[src/rtl/time_counter_hms_if.sv]
// Control, preset and display bundle for the HH:MM:SS BCD time counter.
// The master side drives controls and presets; the counter drives digits and status flags.
interface time_counter_hms_if #(
    parameter int SIZE = 4
);
    logic            pulse;
    logic            start;
    logic            stop;
    logic            restart;
    logic            load;
    logic            dir;
    logic [2*SIZE-1:0] preset_h;
    logic [2*SIZE-1:0] preset_m;
    logic [2*SIZE-1:0] preset_s;
    logic [SIZE-1:0] hours_tens;
    logic [SIZE-1:0] hours_units;
    logic [SIZE-1:0] minutes_tens;
    logic [SIZE-1:0] minutes_units;
    logic [SIZE-1:0] seconds_tens;
    logic [SIZE-1:0] seconds_units;
    logic            running;
    logic            expired;
    logic            expire_pulse;
    logic            rollover_pulse;

    modport master (
        output pulse, start, stop, restart, load, dir, preset_h, preset_m, preset_s,
        input  hours_tens, hours_units, minutes_tens, minutes_units,
               seconds_tens, seconds_units, running, expired, expire_pulse, rollover_pulse
    );

    modport slave (
        input  pulse, start, stop, restart, load, dir, preset_h, preset_m, preset_s,
        output hours_tens, hours_units, minutes_tens, minutes_units,
               seconds_tens, seconds_units, running, expired, expire_pulse, rollover_pulse
    );
endinterface

[src/rtl/time_counter_hms.sv]
// HH:MM:SS BCD up/down counter with preset load, start/stop and expiry/rollover flags.
// Counts one second per pulse while running; all outputs are registered.
module time_counter_hms #(
    parameter int SIZE     = 4,
    parameter int HOUR_MAX = 23,
    parameter bit WRAP_UP  = 1'b1
) (
    input  logic clk,
    input  logic rst,
    time_counter_hms_if.slave bus
);
    typedef enum logic [1:0] {IDLE, RUN, PAUSED, EXPIRED} state_t;

    localparam logic [SIZE-1:0] D0 = '0;
    localparam logic [SIZE-1:0] D1 = SIZE'(1);
    localparam logic [SIZE-1:0] D5 = SIZE'(5);
    localparam logic [SIZE-1:0] D9 = SIZE'(9);
    localparam logic [SIZE-1:0] HT = SIZE'(HOUR_MAX / 10);
    localparam logic [SIZE-1:0] HU = SIZE'(HOUR_MAX % 10);

    state_t          state_reg;
    logic            dir_reg;
    logic            expire_pulse_reg, rollover_pulse_reg, running_reg, expired_reg;
    logic [SIZE-1:0] h_t_reg, h_u_reg, m_t_reg, m_u_reg, s_t_reg, s_u_reg;

    logic [SIZE-1:0] inc_ht, inc_hu, inc_mt, inc_mu, inc_st, inc_su;
    logic [SIZE-1:0] dec_ht, dec_hu, dec_mt, dec_mu, dec_st, dec_su;
    logic [SIZE-1:0] ld_ht, ld_hu, ld_mt, ld_mu, ld_st, ld_su;
    logic [SIZE-1:0] ph_t, ph_u, ph_u_c;
    int              h_val;
    logic            all_zero, is_one, at_max;

    assign all_zero = (h_t_reg == D0) && (h_u_reg == D0) && (m_t_reg == D0) &&
                      (m_u_reg == D0) && (s_t_reg == D0) && (s_u_reg == D0);
    // 00:00:01 is the only value whose decrement lands on zero
    assign is_one   = (h_t_reg == D0) && (h_u_reg == D0) && (m_t_reg == D0) &&
                      (m_u_reg == D0) && (s_t_reg == D0) && (s_u_reg == D1);
    assign at_max   = (h_t_reg == HT) && (h_u_reg == HU) && (m_t_reg == D5) &&
                      (m_u_reg == D9) && (s_t_reg == D5) && (s_u_reg == D9);

    always_comb begin
        {inc_ht, inc_hu, inc_mt, inc_mu, inc_st, inc_su} =
            {h_t_reg, h_u_reg, m_t_reg, m_u_reg, s_t_reg, s_u_reg};
        if (s_u_reg != D9) inc_su = s_u_reg + D1;
        else begin
            inc_su = D0;
            if (s_t_reg != D5) inc_st = s_t_reg + D1;
            else begin
                inc_st = D0;
                if (m_u_reg != D9) inc_mu = m_u_reg + D1;
                else begin
                    inc_mu = D0;
                    if (m_t_reg != D5) inc_mt = m_t_reg + D1;
                    else begin
                        inc_mt = D0;
                        if (h_u_reg != D9) inc_hu = h_u_reg + D1;
                        else begin
                            inc_hu = D0;
                            inc_ht = h_t_reg + D1;
                        end
                    end
                end
            end
        end
    end

    always_comb begin
        {dec_ht, dec_hu, dec_mt, dec_mu, dec_st, dec_su} =
            {h_t_reg, h_u_reg, m_t_reg, m_u_reg, s_t_reg, s_u_reg};
        if (s_u_reg != D0) dec_su = s_u_reg - D1;
        else begin
            dec_su = D9;
            if (s_t_reg != D0) dec_st = s_t_reg - D1;
            else begin
                dec_st = D5;
                if (m_u_reg != D0) dec_mu = m_u_reg - D1;
                else begin
                    dec_mu = D9;
                    if (m_t_reg != D0) dec_mt = m_t_reg - D1;
                    else begin
                        dec_mt = D5;
                        if (h_u_reg != D0) dec_hu = h_u_reg - D1;
                        else begin
                            dec_hu = D9;
                            dec_ht = h_t_reg - D1;
                        end
                    end
                end
            end
        end
    end

    // Preset clamping: per-digit limits first, then the whole hours value against HOUR_MAX
    always_comb begin
        ld_st  = (bus.preset_s[2*SIZE-1:SIZE] > D5) ? D5 : bus.preset_s[2*SIZE-1:SIZE];
        ld_su  = (bus.preset_s[SIZE-1:0]      > D9) ? D9 : bus.preset_s[SIZE-1:0];
        ld_mt  = (bus.preset_m[2*SIZE-1:SIZE] > D5) ? D5 : bus.preset_m[2*SIZE-1:SIZE];
        ld_mu  = (bus.preset_m[SIZE-1:0]      > D9) ? D9 : bus.preset_m[SIZE-1:0];
        ph_t   = bus.preset_h[2*SIZE-1:SIZE];
        ph_u   = bus.preset_h[SIZE-1:0];
        ph_u_c = (ph_u > D9) ? D9 : ph_u;
        h_val  = int'(ph_t) * 10 + int'(ph_u_c);
        if (h_val > HOUR_MAX) begin
            ld_ht = HT;
            ld_hu = HU;
        end else begin
            ld_ht = ph_t;
            ld_hu = ph_u_c;
        end
    end

    always_ff @(posedge clk) begin
        if (rst) begin
            state_reg          <= IDLE;
            dir_reg            <= 1'b0;
            {h_t_reg, h_u_reg, m_t_reg, m_u_reg, s_t_reg, s_u_reg} <= '0;
            running_reg        <= 1'b0;
            expired_reg        <= 1'b0;
            expire_pulse_reg   <= 1'b0;
            rollover_pulse_reg <= 1'b0;
        end else begin
            expire_pulse_reg   <= 1'b0;
            rollover_pulse_reg <= 1'b0;
            if (bus.restart) begin
                {h_t_reg, h_u_reg, m_t_reg, m_u_reg, s_t_reg, s_u_reg} <= '0;
                state_reg   <= IDLE;
                running_reg <= 1'b0;
                expired_reg <= 1'b0;
            end else if (bus.load) begin
                {h_t_reg, h_u_reg, m_t_reg, m_u_reg, s_t_reg, s_u_reg} <=
                    {ld_ht, ld_hu, ld_mt, ld_mu, ld_st, ld_su};
                state_reg   <= IDLE;
                running_reg <= 1'b0;
                expired_reg <= 1'b0;
            end else if (bus.stop) begin
                if (state_reg == RUN) begin
                    state_reg   <= PAUSED;
                    running_reg <= 1'b0;
                end
            end else if (bus.start) begin
                if (state_reg == IDLE || state_reg == PAUSED) begin
                    dir_reg <= bus.dir;
                    if (bus.dir && all_zero) begin
                        state_reg        <= EXPIRED;
                        expired_reg      <= 1'b1;
                        expire_pulse_reg <= 1'b1;
                    end else begin
                        state_reg   <= RUN;
                        running_reg <= 1'b1;
                    end
                end
            end else if (bus.pulse && state_reg == RUN) begin
                if (!dir_reg) begin
                    if (!at_max) begin
                        {h_t_reg, h_u_reg, m_t_reg, m_u_reg, s_t_reg, s_u_reg} <=
                            {inc_ht, inc_hu, inc_mt, inc_mu, inc_st, inc_su};
                    end else if (WRAP_UP) begin
                        {h_t_reg, h_u_reg, m_t_reg, m_u_reg, s_t_reg, s_u_reg} <= '0;
                        rollover_pulse_reg <= 1'b1;
                    end else begin
                        state_reg        <= EXPIRED;
                        running_reg      <= 1'b0;
                        expired_reg      <= 1'b1;
                        expire_pulse_reg <= 1'b1;
                    end
                end else begin
                    {h_t_reg, h_u_reg, m_t_reg, m_u_reg, s_t_reg, s_u_reg} <=
                        {dec_ht, dec_hu, dec_mt, dec_mu, dec_st, dec_su};
                    if (is_one) begin
                        state_reg        <= EXPIRED;
                        running_reg      <= 1'b0;
                        expired_reg      <= 1'b1;
                        expire_pulse_reg <= 1'b1;
                    end
                end
            end
        end
    end

    assign bus.hours_tens     = h_t_reg;
    assign bus.hours_units    = h_u_reg;
    assign bus.minutes_tens   = m_t_reg;
    assign bus.minutes_units  = m_u_reg;
    assign bus.seconds_tens   = s_t_reg;
    assign bus.seconds_units  = s_u_reg;
    assign bus.running        = running_reg;
    assign bus.expired        = expired_reg;
    assign bus.expire_pulse   = expire_pulse_reg;
    assign bus.rollover_pulse = rollover_pulse_reg;
endmodule

[src/flat_wrapper.sv]
// flat-port wrapper written by rule: the top's interface ports become plain ports
module time_counter_hms_flat 
#(
    parameter int SIZE     = 4,
    parameter int HOUR_MAX = 23,
    parameter bit WRAP_UP  = 1'b1
)
  (clk, rst, bus_pulse, bus_start, bus_stop, bus_restart, bus_load, bus_dir, bus_preset_h, bus_preset_m, bus_preset_s, bus_hours_tens, bus_hours_units, bus_minutes_tens, bus_minutes_units, bus_seconds_tens, bus_seconds_units, bus_running, bus_expired, bus_expire_pulse, bus_rollover_pulse);
  time_counter_hms_if #(.SIZE(SIZE)) bus_i ();
  input  logic clk;
  input  logic rst;
  input wire logic [$bits(bus_i.pulse)-1:0] bus_pulse;
  input wire logic [$bits(bus_i.start)-1:0] bus_start;
  input wire logic [$bits(bus_i.stop)-1:0] bus_stop;
  input wire logic [$bits(bus_i.restart)-1:0] bus_restart;
  input wire logic [$bits(bus_i.load)-1:0] bus_load;
  input wire logic [$bits(bus_i.dir)-1:0] bus_dir;
  input wire logic [$bits(bus_i.preset_h)-1:0] bus_preset_h;
  input wire logic [$bits(bus_i.preset_m)-1:0] bus_preset_m;
  input wire logic [$bits(bus_i.preset_s)-1:0] bus_preset_s;
  output wire logic [$bits(bus_i.hours_tens)-1:0] bus_hours_tens;
  output wire logic [$bits(bus_i.hours_units)-1:0] bus_hours_units;
  output wire logic [$bits(bus_i.minutes_tens)-1:0] bus_minutes_tens;
  output wire logic [$bits(bus_i.minutes_units)-1:0] bus_minutes_units;
  output wire logic [$bits(bus_i.seconds_tens)-1:0] bus_seconds_tens;
  output wire logic [$bits(bus_i.seconds_units)-1:0] bus_seconds_units;
  output wire logic [$bits(bus_i.running)-1:0] bus_running;
  output wire logic [$bits(bus_i.expired)-1:0] bus_expired;
  output wire logic [$bits(bus_i.expire_pulse)-1:0] bus_expire_pulse;
  output wire logic [$bits(bus_i.rollover_pulse)-1:0] bus_rollover_pulse;
  assign bus_i.pulse = bus_pulse;
  assign bus_i.start = bus_start;
  assign bus_i.stop = bus_stop;
  assign bus_i.restart = bus_restart;
  assign bus_i.load = bus_load;
  assign bus_i.dir = bus_dir;
  assign bus_i.preset_h = bus_preset_h;
  assign bus_i.preset_m = bus_preset_m;
  assign bus_i.preset_s = bus_preset_s;
  assign bus_hours_tens = bus_i.hours_tens;
  assign bus_hours_units = bus_i.hours_units;
  assign bus_minutes_tens = bus_i.minutes_tens;
  assign bus_minutes_units = bus_i.minutes_units;
  assign bus_seconds_tens = bus_i.seconds_tens;
  assign bus_seconds_units = bus_i.seconds_units;
  assign bus_running = bus_i.running;
  assign bus_expired = bus_i.expired;
  assign bus_expire_pulse = bus_i.expire_pulse;
  assign bus_rollover_pulse = bus_i.rollover_pulse;
  time_counter_hms #(.SIZE(SIZE), .HOUR_MAX(HOUR_MAX), .WRAP_UP(WRAP_UP)) u_core (.clk(clk), .rst(rst), .bus(bus_i));
endmodule
[config.mk]
export PLATFORM = sky130hd
export DESIGN_NAME = time_counter_hms_flat
export DESIGN_NICKNAME = d
export VERILOG_FILES = /design/src/rtl/time_counter_hms_if.sv /design/src/rtl/time_counter_hms.sv /design/src/flat_wrapper.sv
export SDC_FILE = /design/constraint.sdc
export NUM_CORES = 1
export LEC_CHECK = 0
export ABC_AREA = 1
export ABC_CLOCK_PERIOD_IN_PS = 3270
export CAP_MARGIN = 20
export CORE_MARGIN = 2
export CORE_UTILIZATION = 56
export DETAILED_ROUTE_END_ITERATION = 16
export PLACE_DENSITY = 0.95
export SLEW_MARGIN = 25
export SYNTH_ARGS = -nofsm -noshare
export SYNTH_HDL_FRONTEND = slang
export SYNTH_SLANG_ARGS = --single-unit
[constraint.sdc]
create_clock -name clk -period 3.27 [get_ports clk]
set_input_delay 0.327 -clock clk [delete_from_list [all_inputs] [get_ports clk]]
set_output_delay 0.327 -clock clk [all_outputs]
set_load 0.05 [all_outputs]
==> flow_summary.json, run 1 <==
{
  "cts_hold_buf": 0,
  "routabilityCongestion": 0.892,
  "grt_usage": 0.291,
  "grt_pass1_vias": 3025,
  "finalHoldViolCount": 0,
  "relSlewSlack": 0.651,
  "vias": 3294,
  "r2r_end": "u_core.bus.hours_units[2]$_SDFFE_PP0P_",
  "grt_overflow": 0,
  "fin_nets": 572,
  "rows": 26,
  "drt_iter0_drc": 234,
  "yosys.area.top_type": "dfxtp_1",
  "yosysSeqAreaShare": 0.216,
  "port_buffers": 59,
  "required_ns": 3.45,
  "hpwlAfterDp_mm": 5.81,
  "yosysWarnings": 0,
  "path_clk_slew_ns": 0.06,
  "p_leak_nw": 1.62,
  "fillers": 458,
  "ir_worst_vdd_v": 0.000171,
  "place_area_sq_mm": 0.00348,
  "p_per_area_mw_per_mm2": 289,
  "fmax_mhz": 371,
  "path_cells": "clkdlybuf4s50_1 > inv_1 > a21oi_1 > nor2_1 > ha_1 > fa_1 > nand2_1 > nand2_1 > o21ai_1 > o21ai_0 > nor2_1 > nand2_1 > inv_1 > nand2_1 > a21oi_1 > nor2_1",
  "layout_common_cells": "nand2_1, nor2_1, clkdlybuf4s50_1, inv_1",
  "multi_input_area_sq_mm": 0.00192,
  "die_area_sq_mm": 0.00571,
  "synth_cells": 473,
  "io_pins": 60,
  "crit_family": "buffers and inverters",
  "cts_tree": "done",
  "cp_common_cell": "nand2_1",
  "dieWidth_um": 75.5,
  "grt_pass1_wl_mm": 13.0,
  "drt_pass1_iterations": 5,
  "drc_errors": 0,
  "clock-skew-final_ns": 0.00594,
  "timing.rr.start": "u_core.dir_reg$_SDFFE_PP0P_",
  "end_kind": "register",
  "core_sq_mm": 0.00501,
  "post-cts-setup-buffers": 0,
  "avgViaCountPerCell": 5.52,
  "synth_nets": 518,
  "crit_cells": 16,
  "initial_utilization": 0.572,
  "hp-class": "register to register",
  "syn_to_final_growth_pct": 24.6,
  "drt_wl_total_mm": 7.82,
  "grt_max_degree": 27,
  "netlist-cell-type-count": 44,
  "crit_fanout": 5,
  "netlist_area_sq_mm": 0.00287,
  "cp-startpoint": "bus_preset_h[3]",
  "wire_per_inst_um": 13.1,
  "total_power_mw": 1.03,
  "clk_latency_ns": 0.29,
  "cp.arrival_ns": 2.87,
  "cts_root_buffer": "clkbuf_8",
  "outcome": "complete, no violations",
  "fin_tns_setup_ns": 0,
  "htree_levels": 2,
  "worst_slew_pin_slew_ns": 0.522,
  "worstSetupEndpoint": "u_core.bus.hours_units[0]$_SDFFE_PP0P_",
  "worst_setup_path_start_kind": "input port",
  "ys_seq_elements": 31,
  "final_max_slew_viol_count": 0,
  "post_cts_resize_count": 0,
  "fin_util": 0.713,
  "die_h_um": 75.5,
  "cts.path.max_buffers": 2,
  "numCtsBuffers": 5,
  "synth_top_area_frac": 0.216,
  "rsz0062_at_grt": "no",
  "slowest_delay_ns": 0.54,
  "ant_nets": 0,
  "critical_path_class": "input port to register",
  "worstRegToRegCells": 10,
  "avgSynthCellArea_sq_um": 6.06,
  "insertedDiodeCount": 0,
  "r2r_setup_slack_ns": 1.40,
  "whs_ns": 0.455,
  "seq_area_sq_um": 621,
  "cp_slowest_cell": "clkdlybuf4s50_1",
  "timing.final.crit_share": 0.824,
  "final_cell_area_sq_mm": 0.00357,
  "synthTopCellsByArea": "dfxtp_1, nand2_1, nor2_1",
  "final_common_cell": "nand2_1",
  "setup_viol": 0,
  "cap_violations": 0,
  "layout-drive-gt1-share": 0.0911,
  "cts_sinks": 31,
  "antenna_found_initial": 0,
  "period_minus_slack_ns": 2.69,
  "critPathBufInv": 3
}
-- synthesized netlist by cell type, drive strengths merged --
cell,number
a31oi,9
a211oi,2
a211o,1
o21bai,1
nand2,126
inv,61
or2,1
a21o,1
dfxtp,31
fa,2
a21oi,31
o31ai,2
o211ai,5
o21ai,38
o311ai,1
nand3,32
ha,11
nor3,5
a31o,1
o22ai,4
xnor2,2
xor2,5
nor2,77
clkbuf,5
buf,11
a311oi,1
nand4,6
nor4,1
-- report_power, final --
part	switching (mW)	internal, mW	leakage [nW]
Clock	0.142	0.165	0.0470
Combinational	0.196	0.122	1.32
Sequential	0.0193	0.388	0.252
-- kinds of logic (layout without fill, tap and decap cells) --
logic type,count (synthesis),in the layout,synth area share
adder cells (fa/ha/maj),13,13,0.0620
XOR/XNOR,7,7,0.0214
AO/OA/AOI/OAI,97,97,0.195
flip-flops,31,31,0.217
buffers and inverters,77,131,0.112
AND/OR/NAND/NOR,248,248,0.393
-- per-stage QoR --
stage | instances | setup WS (ns)
finish | 597 | 0.577
global route | 597 | 0.259
CTS | 597 | 0.580
detailed placement | 590 | 0.298
global placement | 590 | 0.444
floorplan | 473 | 1.10
-- final cells by class --
class,instances,share of cell area
Multi-Input combinational cell,365,0.539
Sequential cell,31,0.174
Timing Repair Buffer,63,0.174
Inverter,61,0.0648
Tap cell,70,0.0245
Clock buffer,6,0.0231
Clock inverter,1,0.00140
-- worst min-delay path by stage --
stage	from	end	slack, ns	depth (start not counted)
floorplan	rst	u_core.dir_reg$_SDFFE_PP0P_	0.41	1
CTS	u_core.bus.expired$_SDFFE_PP0P_	u_core.bus.expired$_SDFFE_PP0P_	0.46	2
global placement	u_core.bus.expired$_SDFFE_PP0P_	u_core.bus.expired$_SDFFE_PP0P_	0.44	2
detailed placement	u_core.bus.expired$_SDFFE_PP0P_	u_core.bus.expired$_SDFFE_PP0P_	0.45	2
global route	u_core.bus.expired$_SDFFE_PP0P_	u_core.bus.expired$_SDFFE_PP0P_	0.49	2
finish	u_core.bus.expired$_SDFFE_PP0P_	u_core.bus.expired$_SDFFE_PP0P_	0.46	2
-- routing by layer --
layer / share of wire / vias up / global-route usage / wire, um
met5: 0 / - / 0 / 0
met4: 0.028 / 0 / 0.121 / 217
met3: 0.071 / 29 / 0.0397 / 557
met2: 0.50 / 157 / 0.517 / 3910
met1: 0.40 / 1457 / 0.351 / 3130
li1: - / 1651 / - / -
-- worst reg2reg max path: stages, from the launching register on --
cell and delay (ns):
dfxtp_1 0.32, buf_4 0.27, inv_2 0.23, nand2_1 0.16
nand2_2 0.11, nor2_8 0.17, a21oi_4 0.09, nor2_4 0.18
o21ai_1 0.10, nor2_1 0.09, nor2_1 0.04
(Power assumes the default switching activity.)
==> run 2: changes to the inputs <==
--- a/config.mk
+++ b/config.mk
@@ -6,12 +6,12 @@
 export NUM_CORES = 1
 export LEC_CHECK = 0
 export ABC_AREA = 1
-export ABC_CLOCK_PERIOD_IN_PS = 3270
+export ABC_CLOCK_PERIOD_IN_PS = 2600
 export CAP_MARGIN = 20
 export CORE_MARGIN = 2
-export CORE_UTILIZATION = 56
+export CORE_UTILIZATION = 52
 export DETAILED_ROUTE_END_ITERATION = 16
-export PLACE_DENSITY = 0.95
+export PLACE_DENSITY = 0.93
 export SLEW_MARGIN = 25
 export SYNTH_ARGS = -nofsm -noshare
 export SYNTH_HDL_FRONTEND = slang
==> constraint.sdc (replaced) <==
create_clock -name clk -period 2.6 [get_ports clk]
set_input_delay 0.26 -clock clk [delete_from_list [all_inputs] [get_ports clk]]
set_output_delay 0.26 -clock clk [all_outputs]
set_load 0.05 [all_outputs]
==> run 2 against run 1 <==
- sequential share of layout area is 0.37 points lower
- routed wire length is 2.2% lower
- register-to-register slack worse by 0.61 ns
- clock power is 20% higher
- clock skew is 0.0028 ns lower
- combinational power is 31% higher
- critical endpoint is now u_core.bus.hours_tens[2]$_SDFFE_PP0P_
- first-iteration DRC count is 46% lower
- count of clock-buffer cells in the layout is 1 higher
- utilization is 3.8 points lower
- flip-flop and latch count stayed put
- highest routed layer unchanged
- global-route usage is 4.0 points lower
- non-clock buffer count is 9 higher
==> flow_summary.json, run 2 (synthesis results as in run 1) <==
{
  "avgViaCountPerCell": 5.50,
  "p_per_area_mw_per_mm2": 355,
  "crit_fanout": 5,
  "hp-class": "register to register",
  "period_minus_slack_ns": 2.39,
  "place_area_sq_mm": 0.00355,
  "insertedDiodeCount": 0,
  "finalHoldViolCount": 0,
  "hold_path.startpoint": "u_core.bus.expired$_SDFFE_PP0P_",
  "cts.path.max_buffers": 2,
  "grt_pass1_wl_mm": 12.8,
  "core_sq_mm": 0.00541,
  "cp.arrival_ns": 2.57,
  "p_sw_mw": 0.455,
  "grt_usage": 0.251,
  "total_power_mw": 1.30,
  "seqPwrFrac": 0.395,
  "cp_slowest_cell": "clkdlybuf4s50_1",
  "final_common_cell": "nand2_1",
  "syn_to_final_growth_pct": 27.3,
  "cp_common_cell": "nand2_1",
  "setup_viol": 0,
  "p_leak_nw": 1.65,
  "final_max_slew_viol_count": 0,
  "io_pins": 60,
  "end_kind": "register",
  "grt_pass1_vias": 3063,
  "required_ns": 2.78,
  "fin_nets": 581,
  "cts_sinks": 31,
  "timing.rr.start": "u_core.dir_reg$_SDFFE_PP0P_",
  "drc_errors": 0,
  "p_comb_frac": 0.321,
  "path_cells": "clkdlybuf4s50_1 > inv_1 > a21oi_2 > nor2_1 > ha_1 > fa_2 > inv_1 > nand2_1 > nand2_1 > nand2_1 > nand2_1 > nand2_1 > nand2_1 > nor2_2 > nand2_2 > inv_2 > nand2_1 > nand2_1 > nor2_1 > nor2_1",
  "final_cell_area_sq_mm": 0.00365,
  "vias": 3348,
  "worst_setup_path_start_kind": "input port",
  "drt_wl_total_mm": 7.64,
  "die_h_um": 78.2,
  "antenna_found_initial": 0,
  "cts_tree": "done",
  "crit_family": "simple AND/OR/NAND/NOR gates",
  "outcome": "complete, no violations",
  "numCtsBuffers": 5,
  "critical_path_class": "input port to register",
  "port_buffers": 59,
  "layout-drive-gt1-share": 0.115,
  "fmax_mhz": 419,
  "cap_violations": 0,
  "die_area_sq_mm": 0.00612,
  "drt_iter0_drc": 127,
  "cts_root_buffer": "clkbuf_8",
  "routabilityCongestion": 0.929,
  "slowest_delay_ns": 0.47,
  "wire_per_inst_um": 12.5,
  "clock-skew-final_ns": 0.00310,
  "relSlewSlack": 0.665,
  "dp_slack_ns": -0.258,
  "ir_worst_vdd_v": 0.000157,
  "grt_max_degree": 26,
  "timing.final.crit_share": 0.919,
  "worst_slew_pin_slew_ns": 0.501,
  "fin_tns_setup_ns": 0,
  "layout_common_cells": "nand2_1, nor2_1, clkdlybuf4s50_1, inv_1, dfxtp_1",
  "internal_power_mw": 0.841,
  "drt_pass1_iterations": 5,
  "rows": 27,
  "htree_levels": 2,
  "ant_nets": 0,
  "critPathBufInv": 4,
  "clk_latency_ns": 0.28,
  "final_cells": 609,
  "p_sw_frac": 0.351,
  "place_inst": 601,
  "grt_overflow": 0,
  "path_clk_slew_ns": 0.06,
  "initial_utilization": 0.530,
  "cp-startpoint": "bus_preset_h[3]",
  "clkPwrFrac": 0.284,
  "hpwlAfterDp_mm": 5.77,
  "postLayoutSetupSlackWorst_ns": 0.211,
  "dieWidth_um": 78.2
}
[run 2: cell count changes in the layout (fill, tap and decap cells not counted), sizes merged]
cell | previous run | this run
buf | 4 | 13
clkbuf | 6 | 7
[run 2: metal layers]
metal	GRT usage	part of all wire	up-vias
met5	0	0	-
li1	-	-	1666
met1	0.294	0.41	1501
met3	0.0414	0.077	20
met2	0.459	0.49	161
met4	0.0860	0.021	0
[run 2: final timing paths]
path / to / cells past startpoint / slack [ns]
setup / recovery: u_core.bus.hours_tens[2]$_SDFFE_PP0P_ / 20 / 0.21
hold / removal: u_core.bus.expired$_SDFFE_PP0P_ / 2 / 0.46
setup reg to reg: u_core.bus.hours_tens[2]$_SDFFE_PP0P_ / 10 / 0.79
hold reg to reg: u_core.bus.expired$_SDFFE_PP0P_ / 2 / 0.46
[run 2: what timing repair did]
item,4_1_cts,5_1_grt
hold buffers,0,0
setup buffers,0,0
setup endpoints to repair,0,8
resized for setup,0,7
[run 2: power groups by stage]
stage | registers (mW) | clock network [mW] | logic, mW
after floorplan | 0.558 | 0 | 0.228
after global placement | 0.522 | 0 | 0.390
after detailed placement | 0.522 | 0 | 0.403
after CTS | 0.512 | 0.372 | 0.405
after global routing | 0.515 | 0.404 | 0.460
final | 0.513 | 0.368 | 0.416
[run 2: worst reg2reg max path, stage by stage, from the launching register on]
cell and delay (ns):
dfxtp_1 0.31, buf_4 0.26, inv_2 0.22, nand2_2 0.16, nand3_4 0.12, nor2_8 0.15
nand2_2 0.09, nand2_4 0.11, nand2_4 0.10, nor2_1 0.12, nor2_1 0.06
[run 2: stage by stage]
stage / util / hold slack [ns]
floorplan: - / 0.338
CTS: 0.673 / 0.459
finish: 0.675 / 0.457
global placement: 0.658 / 0.448
global route: 0.675 / 0.477
detailed placement: 0.658 / 0.450
[run 2: layout make-up]
type	count	area (sq um)
clock buffers	7	76.3
clock inverters	1	5.00
fillers	474	1760
inverters	61	231
multi-input cells	365	1940
flip-flops and latches	31	621
well taps	72	90.1
repair buffers	72	688
